===== src/rtl/cmp_pkg.sv =====
// Shared types and cascade resolution for the serial nibble comparator and
// any comparator model that needs the same cascade-input truth table.
package cmp_pkg;

    typedef enum logic [1:0] {
        IDLE = 2'd0,
        RUN  = 2'd1,
        DONE = 2'd2
    } cmp_state_t;

    typedef enum logic [1:0] {
        DEC_EQ = 2'd0,
        DEC_GT = 2'd1,
        DEC_LT = 2'd2
    } cmp_dec_t;

    // Result encodings, ordered {agb, alb, aeb}.
    localparam logic [2:0] RES_GT = 3'b100;
    localparam logic [2:0] RES_LT = 3'b010;

    // Resolve an all-equal compare from the cascade inputs.
    // eq dominates; contradictory gt&lt gives 000; no cascade input gives 110.
    function automatic logic [2:0] resolve_cascade(input logic gt,
                                                   input logic lt,
                                                   input logic eq);
        logic [2:0] res;
        if (eq)             res = 3'b001;
        else if (gt && !lt) res = 3'b100;
        else if (!gt && lt) res = 3'b010;
        else if (gt && lt)  res = 3'b000;
        else                res = 3'b110;
        return res;
    endfunction

endpackage


===== src/rtl/nibble_cmp4.sv =====
// Combinational unsigned 4-bit magnitude compare, producing greater/less flags.
// Equality is implied when both flags are low.
module nibble_cmp4 (
    input  logic [3:0] a,
    input  logic [3:0] b,
    output logic       gt,
    output logic       lt
);

    assign gt = (a > b);
    assign lt = (a < b);

endmodule


===== src/rtl/serial_nibble_comparator.sv =====
// Multi-cycle wide magnitude comparator: scans one nibble per clock, MSB first,
// and registers agb/alb/aeb with a start/busy/done handshake. An all-equal scan
// falls back to the latched cascade inputs, so this stage can feed a 4-bit
// cascadable comparator or another instance of itself.
//
// Build option: define SNC_EARLY_EXIT_EN to finish as soon as the first
// differing nibble decides the result (latency 2..NIBBLES+1 cycles). Without it
// every nibble is scanned and latency is fixed at NIBBLES+1 cycles.
module serial_nibble_comparator
    import cmp_pkg::*;
#(
    parameter int NIBBLES = 4
) (
    input  logic                   clk,
    input  logic                   rst_n,
    input  logic                   start,
    input  logic [4*NIBBLES-1:0]   a_in,
    input  logic [4*NIBBLES-1:0]   b_in,
    input  logic                   cas_gt,
    input  logic                   cas_lt,
    input  logic                   cas_eq,
    output logic                   busy,
    output logic                   done,
    output logic                   agb,
    output logic                   alb,
    output logic                   aeb
);

    localparam int W     = 4 * NIBBLES;
    localparam int IDX_W = $clog2(NIBBLES);

    cmp_state_t        state_q, state_d;
    cmp_dec_t          dec_q,   dec_d;
    logic [IDX_W-1:0]  idx_q,   idx_d;
    logic [W-1:0]      a_q,     a_d;
    logic [W-1:0]      b_q,     b_d;
    logic [2:0]        cas_q,   cas_d;   // {gt, lt, eq}
    logic [2:0]        res_q,   res_d;   // {agb, alb, aeb}

    logic [3:0]        a_nib, b_nib;
    logic              nib_gt, nib_lt;
    cmp_dec_t          dec_scan;
    logic              scan_last;

    // Single shared nibble comparator; the mux walks it across the operands.
    assign a_nib = a_q[{idx_q, 2'b00} +: 4];
    assign b_nib = b_q[{idx_q, 2'b00} +: 4];

    nibble_cmp4 u_nibble_cmp4 (
        .a  (a_nib),
        .b  (b_nib),
        .gt (nib_gt),
        .lt (nib_lt)
    );

    // Next-state, decision update and result capture.
    always_comb begin
        // NOTE: every signal gets a default first so no path can infer a latch.
        state_d   = state_q;
        dec_d     = dec_q;
        idx_d     = idx_q;
        a_d       = a_q;
        b_d       = b_q;
        cas_d     = cas_q;
        res_d     = res_q;
        scan_last = 1'b0;

        // The first differing nibble from the MSB end wins; later ones are ignored.
        dec_scan = dec_q;
        if (dec_q == DEC_EQ) begin
            if (nib_gt)      dec_scan = DEC_GT;
            else if (nib_lt) dec_scan = DEC_LT;
        end

        case (state_q)
            IDLE, DONE: begin
                if (start) begin
                    a_d     = a_in;
                    b_d     = b_in;
                    cas_d   = {cas_gt, cas_lt, cas_eq};
                    idx_d   = IDX_W'(NIBBLES - 1);
                    dec_d   = DEC_EQ;
                    state_d = RUN;
                end else begin
                    state_d = IDLE;
                end
            end
            RUN: begin
                dec_d     = dec_scan;
                scan_last = (idx_q == '0);
`ifdef SNC_EARLY_EXIT_EN
                if (dec_q == DEC_EQ && dec_scan != DEC_EQ) scan_last = 1'b1;
`endif
                if (!scan_last) idx_d = idx_q - 1'b1;
                if (scan_last) begin
                    state_d = DONE;
                    case (dec_scan)
                        DEC_GT:  res_d = RES_GT;
                        DEC_LT:  res_d = RES_LT;
                        default: res_d = resolve_cascade(cas_q[2], cas_q[1], cas_q[0]);
                    endcase
                end
            end
            default: state_d = IDLE;
        endcase
    end

    // State, operand and result registers with asynchronous clear.
    always_ff @(posedge clk or negedge rst_n) begin
        if (!rst_n) begin
            state_q <= IDLE;
            dec_q   <= DEC_EQ;
            idx_q   <= '0;
            a_q     <= '0;
            b_q     <= '0;
            cas_q   <= '0;
            res_q   <= '0;
        end else begin
            // NOTE: non-blocking so every flop samples the pre-edge values.
            state_q <= state_d;
            dec_q   <= dec_d;
            idx_q   <= idx_d;
            a_q     <= a_d;
            b_q     <= b_d;
            cas_q   <= cas_d;
            res_q   <= res_d;
        end
    end

    assign busy = (state_q == RUN);
    assign done = (state_q == DONE);
    assign {agb, alb, aeb} = res_q;

endmodule


===== config.mk =====
export PLATFORM = sky130hd
export DESIGN_NAME = serial_nibble_comparator
export DESIGN_NICKNAME = d
export VERILOG_FILES = /design/src/rtl/cmp_pkg.sv /design/src/rtl/nibble_cmp4.sv /design/src/rtl/serial_nibble_comparator.sv
export SDC_FILE = /design/constraint.sdc
export NUM_CORES = 1
export LEC_CHECK = 0
export CAP_MARGIN = 20
export CORE_MARGIN = 1.5
export CORE_UTILIZATION = 51
export DETAILED_ROUTE_END_ITERATION = 16
export GPL_ROUTABILITY_DRIVEN = 1
export GPL_TIMING_DRIVEN = 0
export PLACE_DENSITY = 0.82
export SYNTH_ARGS = -nofsm -noshare
export SYNTH_HDL_FRONTEND = slang
export SYNTH_SLANG_ARGS = --single-unit

===== constraint.sdc =====
create_clock -name clk -period 3.6 [get_ports clk]
set_clock_uncertainty 0.2 [all_clocks]
set_input_delay 0.54 -clock clk [delete_from_list [all_inputs] [get_ports clk]]
set_output_delay 0.54 -clock clk [all_outputs]
set_load 0.02 [all_outputs]

* Word-level counts from Yosys, hierarchy flattened
Cells that the tools add are included.
Cells by class: multiplexer cells 16, reduce and logical (&&, ||, !) cells 14, add/subtract/negate cells 1, shift operators 2, magnitude comparators 2, equal/unequal tests 7
Operators by type and width (number):
- 16-bit by 5-bit indexed part select with 4-bit output | 2
- 2-bit 2-to-1 mux | 7
- 3-bit 2-to-1 mux | 4
- 2-bit one-hot mux with 2 select lines | 3
- 2-bit zero test | 3
- 3-bit one-hot mux with 2 select lines | 1
- 2-bit AND reduction | 3
- 2-bit by 1-bit == test with 1-bit output (second input constant) | 2
- 2-bit == test (second input constant) | 2
- 4-bit > comparator | 1
- 4-bit < comparator | 1
- 2-bit inequality test (second input constant) | 2
- 1-bit logical AND | 3
- 3-bit AND reduction | 1
- 1-bit zero test | 2
- 2-bit by 1-bit inequality test with 1-bit output (second input constant) | 1
- 2-bit nonzero test | 1
- 2-bit OR reduction | 1
- 2-bit by 1-bit subtractor with 2-bit output (second input constant) | 1
- 1-bit 2-to-1 mux | 1
Storage, ports and cells: output and inout bits 5, register bits after elaboration 44, bits of input ports 38

* Longest topological paths before layout
depth in word-level cells 7, gate-level depth with buffers 11, depth with buffers taken out 10

* Cells and area by module
From an unflattened synthesis, not the netlist that was laid out.
Second synthesis, totals: cell total of the unflattened synthesis 145, area total of the unflattened synthesis 2242.2 sq um
By module, submodules not included:
- serial_nibble_comparator | area an instance 2128.3 sq um, instances 1, cells each 130, sequential area each 1101.1 sq um
- nibble_cmp4 | area an instance 113.9 sq um, instances 1, cells each 15, sequential area each 0.0 sq um

* Worst setup path before layout
No wires, ideal clock.
path type register -> register, start register idx_q[0], end register res_q[1], setup slack 810 ps, arrival 2460 ps, required time 3271 ps, cell stages (with the launch flop) 11, period minus slack after synthesis 2790 ps, cells stage by stage dfrtp_1 > buf_6 > mux4_2 > ha_1 > nor2b_1 > o211a_1 > nor2b_1 > or2_2 > ha_1 > mux2i_1 > o21ai_0
On the way: longest elaborated chain between the ends 7, elaborated cells on any way between the ends 12, classes of those cells order compare (2); eq/ne (2); shift (2); mux (4); reduce/logical (2)
Ends and longest elaborated chain:
- start, declared | line serial_nibble_comparator.sv:34 | logic [IDX_W-1:0] idx_q, idx_d;
- start signal, assigned | line serial_nibble_comparator.sv:122 | idx_q <= idx_d;
- 16-bit by 5-bit indexed part select with 4-bit output, on equally long branches | line serial_nibble_comparator.sv:46, serial_nibble_comparator.sv:47
- 4-bit < comparator | line nibble_cmp4.sv:11 | assign lt = (a < b);
- 2-bit 2-to-1 mux | line serial_nibble_comparator.sv:72 | else if (nib_lt) dec_scan = DEC_LT;
- 2-bit 2-to-1 mux | line serial_nibble_comparator.sv:71 | if (nib_gt) dec_scan = DEC_GT;
- 2-bit 2-to-1 mux | line serial_nibble_comparator.sv:70 | if (dec_q == DEC_EQ) begin
- 2-bit == test / 2-bit by 1-bit == test with 1-bit output (equally long branches) | line serial_nibble_comparator.sv:97 | case (dec_scan)
- 3-bit one-hot mux with 2 select lines | line serial_nibble_comparator.sv:97
- end signal, assigned | line serial_nibble_comparator.sv:126 | res_q <= res_d;
- end, declared | line serial_nibble_comparator.sv:38 | logic [2:0] res_q, res_d;
Several ways; a longest one is shown, not always the timed one. A chain may end at the register's enable or synchronous reset.

* Final worst setup path
Ends and elaborated chain as after synthesis.

==> tab_implementation.tex <==
\begin{tabular}{lr}
\hline
Metric & Value \\
\hline
\multicolumn{2}{l}{\textbf{Run status}} \\
\quad Status & finished, final reports clean \\
\multicolumn{2}{l}{\textbf{Timing}} \\
\quad Slew Viols, Final & 0 \\
\quad Hold\_ws & 0.192 ns \\
\quad Setup Total Neg Slack & 0 ns \\
\quad Time the final worst path needs with I/O delays and setup & 3.04 ns \\
\quad Max transition margin & 0.358 \\
\quad Post-route worst setup slack & 0.556 ns \\
\quad Worst slew pin tran & 0.963 ns \\
\quad FMAX & 329 MHz \\
\quad Setup repair after global routing missed its margin & no \\
\quad Number of endpoints failing setup at the final stage & 0 \\
\quad Final Hold Vio Count & 0 \\
\quad Period utilisation layout & 0.845 \\
\multicolumn{2}{l}{\textbf{GRT}} \\
\quad Pin count of the biggest net entering global routing & 45 \\
\quad Via count of the first global-routing pass & 1329 \\
\quad Antenna violations before repair & 0 \\
\quad Overall routing resource usage & 0.197 \\
\quad GR Overflow Total & 0 \\
\quad Global-route wire length before repair & 6.22 mm \\
\multicolumn{2}{l}{\textbf{Logic synthesis}} \\
\quad Area share of fa/ha/maj cells after synthesis & 0.0418 \\
\quad Xor and xnor area share after synthesis & 0 \\
\quad Multiplexer area fraction after synthesis & 0.298 \\
\quad Most frequent cell after synthesis & dfrtp\_1 \\
\quad Syn\_nets & 188 \\
\quad Cell taking the most area after synthesis & dfrtp\_1 \\
\quad Main synth FF type & dfrtp\_1 \\
\quad Cell types occupying the most area after synthesis & dfrtp\_1 53\%, mux2\_2 15\%, mux4\_2 7.5\% \\
\quad Synthesized-area fraction occupied by ao, oa, aoi and oai cells & 0.0293 \\
\quad Fraction of registers with async set or reset after synthesis & 1.00 \\
\quad Number of synthesized flops with an enable pin & 0 \\
\quad Area share of the leading cell type in the synthesized netlist & 0.526 \\
\quad Commonest cells in the synthesized netlist & 44 x dfrtp\_1, 28 x mux2\_2, 8 x nor2\_1 \\
\quad Summed instance area of the synthesized netlist & 0.00209 mm\^{}2 \\
\quad Dominant combinational cell family by area after synthesis & multiplexers \\
\quad Synthesized area divided by synthesized cell count & 14.6 um\^{}2 \\
\quad Simple-gate area share of the yosys netlist & 0.0651 \\
\quad Number of warnings printed during yosys synthesis & 0 \\
\quad Syn Inst Count & 143 \\
\quad Sequential cell area fraction in the yosys report & 0.526 \\
\quad Number of distinct standard cells referenced by the synthesized netlist & 28 \\
\quad Flops \& latches, synth & 44 \\
\multicolumn{2}{l}{\textbf{Cells and area}} \\
\quad Fraction of final layout cells with drive strength greater than 1 & 0.311 \\
\quad Layout area overhead & 27.1\% \\
\quad ANT cells & 0 \\
\quad Reg area & 0.00110 mm\^{}2 \\
\quad Layout net count & 237 \\
\quad Area of the multi-input gates & 910 um\^{}2 \\
\quad Utilization after layout & 0.670 \\
\quad Filler cell count in the final layout & 280 \\
\multicolumn{2}{l}{\textbf{Clock network}} \\
\quad Buffer levels on the longest clock path & 2 \\
\quad Gates resized, CTS repair & 0 \\
\quad CTS clk-pin slew, worst paths & 0.08 ns \\
\quad Post-CTS setup-driven buffer insertion count & 0 \\
\quad Cts bufs inserted & 5 \\
\quad Clock net sink count & 44 \\
\quad Later-pin clock latency in the skew report & 0.30 ns \\
\quad Clock tree from TritonCTS & yes \\
\quad Number of buffers added to fix hold violations after cts & 0 \\
\quad Root cell of the clock tree & clkbuf\_8 \\
\quad Number of levels in the clock H-tree & 2 \\
\multicolumn{2}{l}{\textbf{Worst setup path}} \\
\quad Register-to-Register Path Depth & 10 \\
\quad Worst-path maximum fanout & 10 \\
\quad Critical path launch point & idx\_q[0] \\
\quad Endpoint type of the worst setup path & flip-flop \\
\quad Signal arrival time at the worst endpoint & 3.02 ns \\
\quad Required time at the worst-slack endpoint & 3.57 ns \\
\quad Category of the critical setup timing path & flip-flop to flip-flop \\
\quad Startpoint type of the worst setup path & flip-flop \\
\quad Beginning of the worst register-to-register path & idx\_q[0] \\
\multicolumn{2}{l}{\textbf{Drt}} \\
\quad Routed wire per std cell & 15.6 um \\
\quad Drt total wl & 3.80 mm \\
\quad Starting DRC count in detailed routing & 42 \\
\quad Residual DRC count & 0 \\
\quad Via count of the routed design & 1273 \\
\quad Antenna violation net count after detailed routing & 0 \\
\quad Number of vias per cell & 5.24 \\
\quad Count of TritonRoute iterations in the first routing pass & 4 \\
\multicolumn{2}{l}{\textbf{Floorplanning}} \\
\quad Core Box Area & 0.00397 mm\^{}2 \\
\quad Die Outline Area & 0.00450 mm\^{}2 \\
\quad Top-level port count & 43 \\
\quad Die W & 67.1 um \\
\quad Initial core utilization & 0.527 \\
\quad Standard-cell rows & 23 \\
\quad Die Height & 67.1 um \\
\multicolumn{2}{l}{\textbf{Flow run}} \\
\quad Number of violations of the max-capacitance limit & 0 \\
\multicolumn{2}{l}{\textbf{Pwr}} \\
\quad Sw Share & 0.341 \\
\quad Sum of internal, switching and leakage power & 0.00247 W \\
\quad Sequential fraction of design power & 0.355 \\
\quad Cell area power density & 927 mW/mm\^{}2 \\
\quad Leakage component of the power & 1.17 nW \\
\quad Cell Int Power & 0.00163 W \\
\quad Clock share of power & 0.130 \\
\quad Fraction of power consumed by combinational cells & 0.515 \\
\quad Net switching power & 0.000843 W \\
\quad IR Drop Worst-Case VDD & 0.387 mV \\
\multicolumn{2}{l}{\textbf{Worst hold path}} \\
\quad Classification of the worst-slack hold path & input pin to async pin \\
\multicolumn{2}{l}{\textbf{Placement}} \\
\quad Number of port buffers & 42 \\
\quad Worst setup slack after placement & 0.590 ns \\
\quad Routability congestion estimate from global placement & 0.743 \\
\quad Sum of net half-perimeters after detailed placement & 2.83 mm \\
\hline
\end{tabular}
path summary, 6_finish.rpt:
| path | endpoint | slack, ns |
|---|---|---|
| max | res_q[1] | 0.56 |
| min | cas_q[0] | 0.19 |
| max reg2reg | res_q[1] | 0.56 |
| min reg2reg | res_q[2] | 0.29 |
| max in group asynchronous | a_q[5] | 2.41 |
| min in group clk | res_q[2] | 0.29 |
metal layers:
| layer | wire length (um) | global-route usage | part of all wire |
|---|---|---|---|
| met1 | 1580 | 0.236 | 0.41 |
| met2 | 1950 | 0.327 | 0.51 |
| met3 | 180 | 0.0574 | 0.047 |
| met4 | 92 | 0.0867 | 0.024 |
| met5 | 0 | 0 | 0 |
cell type report:
type | count | area share
inverter | 7 | 0.00987
tap | 50 | 0.0235
sequential | 44 | 0.414
timing repair buffer | 42 | 0.156
multi-input combinational | 86 | 0.342
clock buffer | 8 | 0.0338
buffer | 6 | 0.0216
registers in the layout, indices dropped and copies added, names as in the netlist:
| name | cells |
|---|---|
| state_q | 2 |
| res_q | 3 |
| a_q | 16 |
| b_q | 16 |
| dec_q | 2 |
| idx_q | 2 |
| cas_q | 3 |
cell usage in the layout, fill, tap and decap left out, types with 2 or more instances in the layout:
cell type,n
nand2_1,6
mux4_2,7
a21oi_1,2
inv_1,7
buf_6,2
buf_4,2
ha_1,7
o21ai_0,3
nor2_1,8
mux2i_1,2
clkbuf_1,2
nor2b_1,3
clkdlybuf4s50_1,41
buf_2,2
mux2_4,7
dfrtp_1,44
or2_1,2
clkbuf_8,6
mux2_2,28
critical path, stage by stage (launching register included):
cell     delay (ns)
dfrtp_1        0.38
buf_6          0.18
mux4_2         0.54
ha_1           0.32
nor2b_1        0.13
o211a_1        0.17
nor2b_1        0.08
or2_2          0.28
ha_1           0.35
mux2i_1        0.20
o21ai_0        0.10
cell families after synthesis:
kind of cell	after synthesis
AO/OA/AOI/OAI	9
buffers and inverters	13
adder cells (fa/ha/maj)	7
multiplexers	45
AND/OR/NAND/NOR	25
flip-flops	44
power groups by stage:
stage,sequential [W],combinational [W],clock [W]
2_1_floorplan,0.000860,0.000983,0
3_3_place_gp,0.000870,0.00121,0
3_5_place_dp,0.000889,0.00128,0
4_1_cts,0.000880,0.00129,0.000326
5_1_grt,0.000911,0.00140,0.000350
6_report,0.000876,0.00127,0.000320
per-stage QoR:
step / area (um^2) / instances
5_1_grt: 2660 / 243
6_report: 2660 / 243
4_1_cts: 2660 / 243
3_5_place_dp: 2570 / 235
2_1_floorplan: 2090 / 143
3_3_place_gp: 2580 / 235
Note: power is estimated with default switching activity, not from simulation.
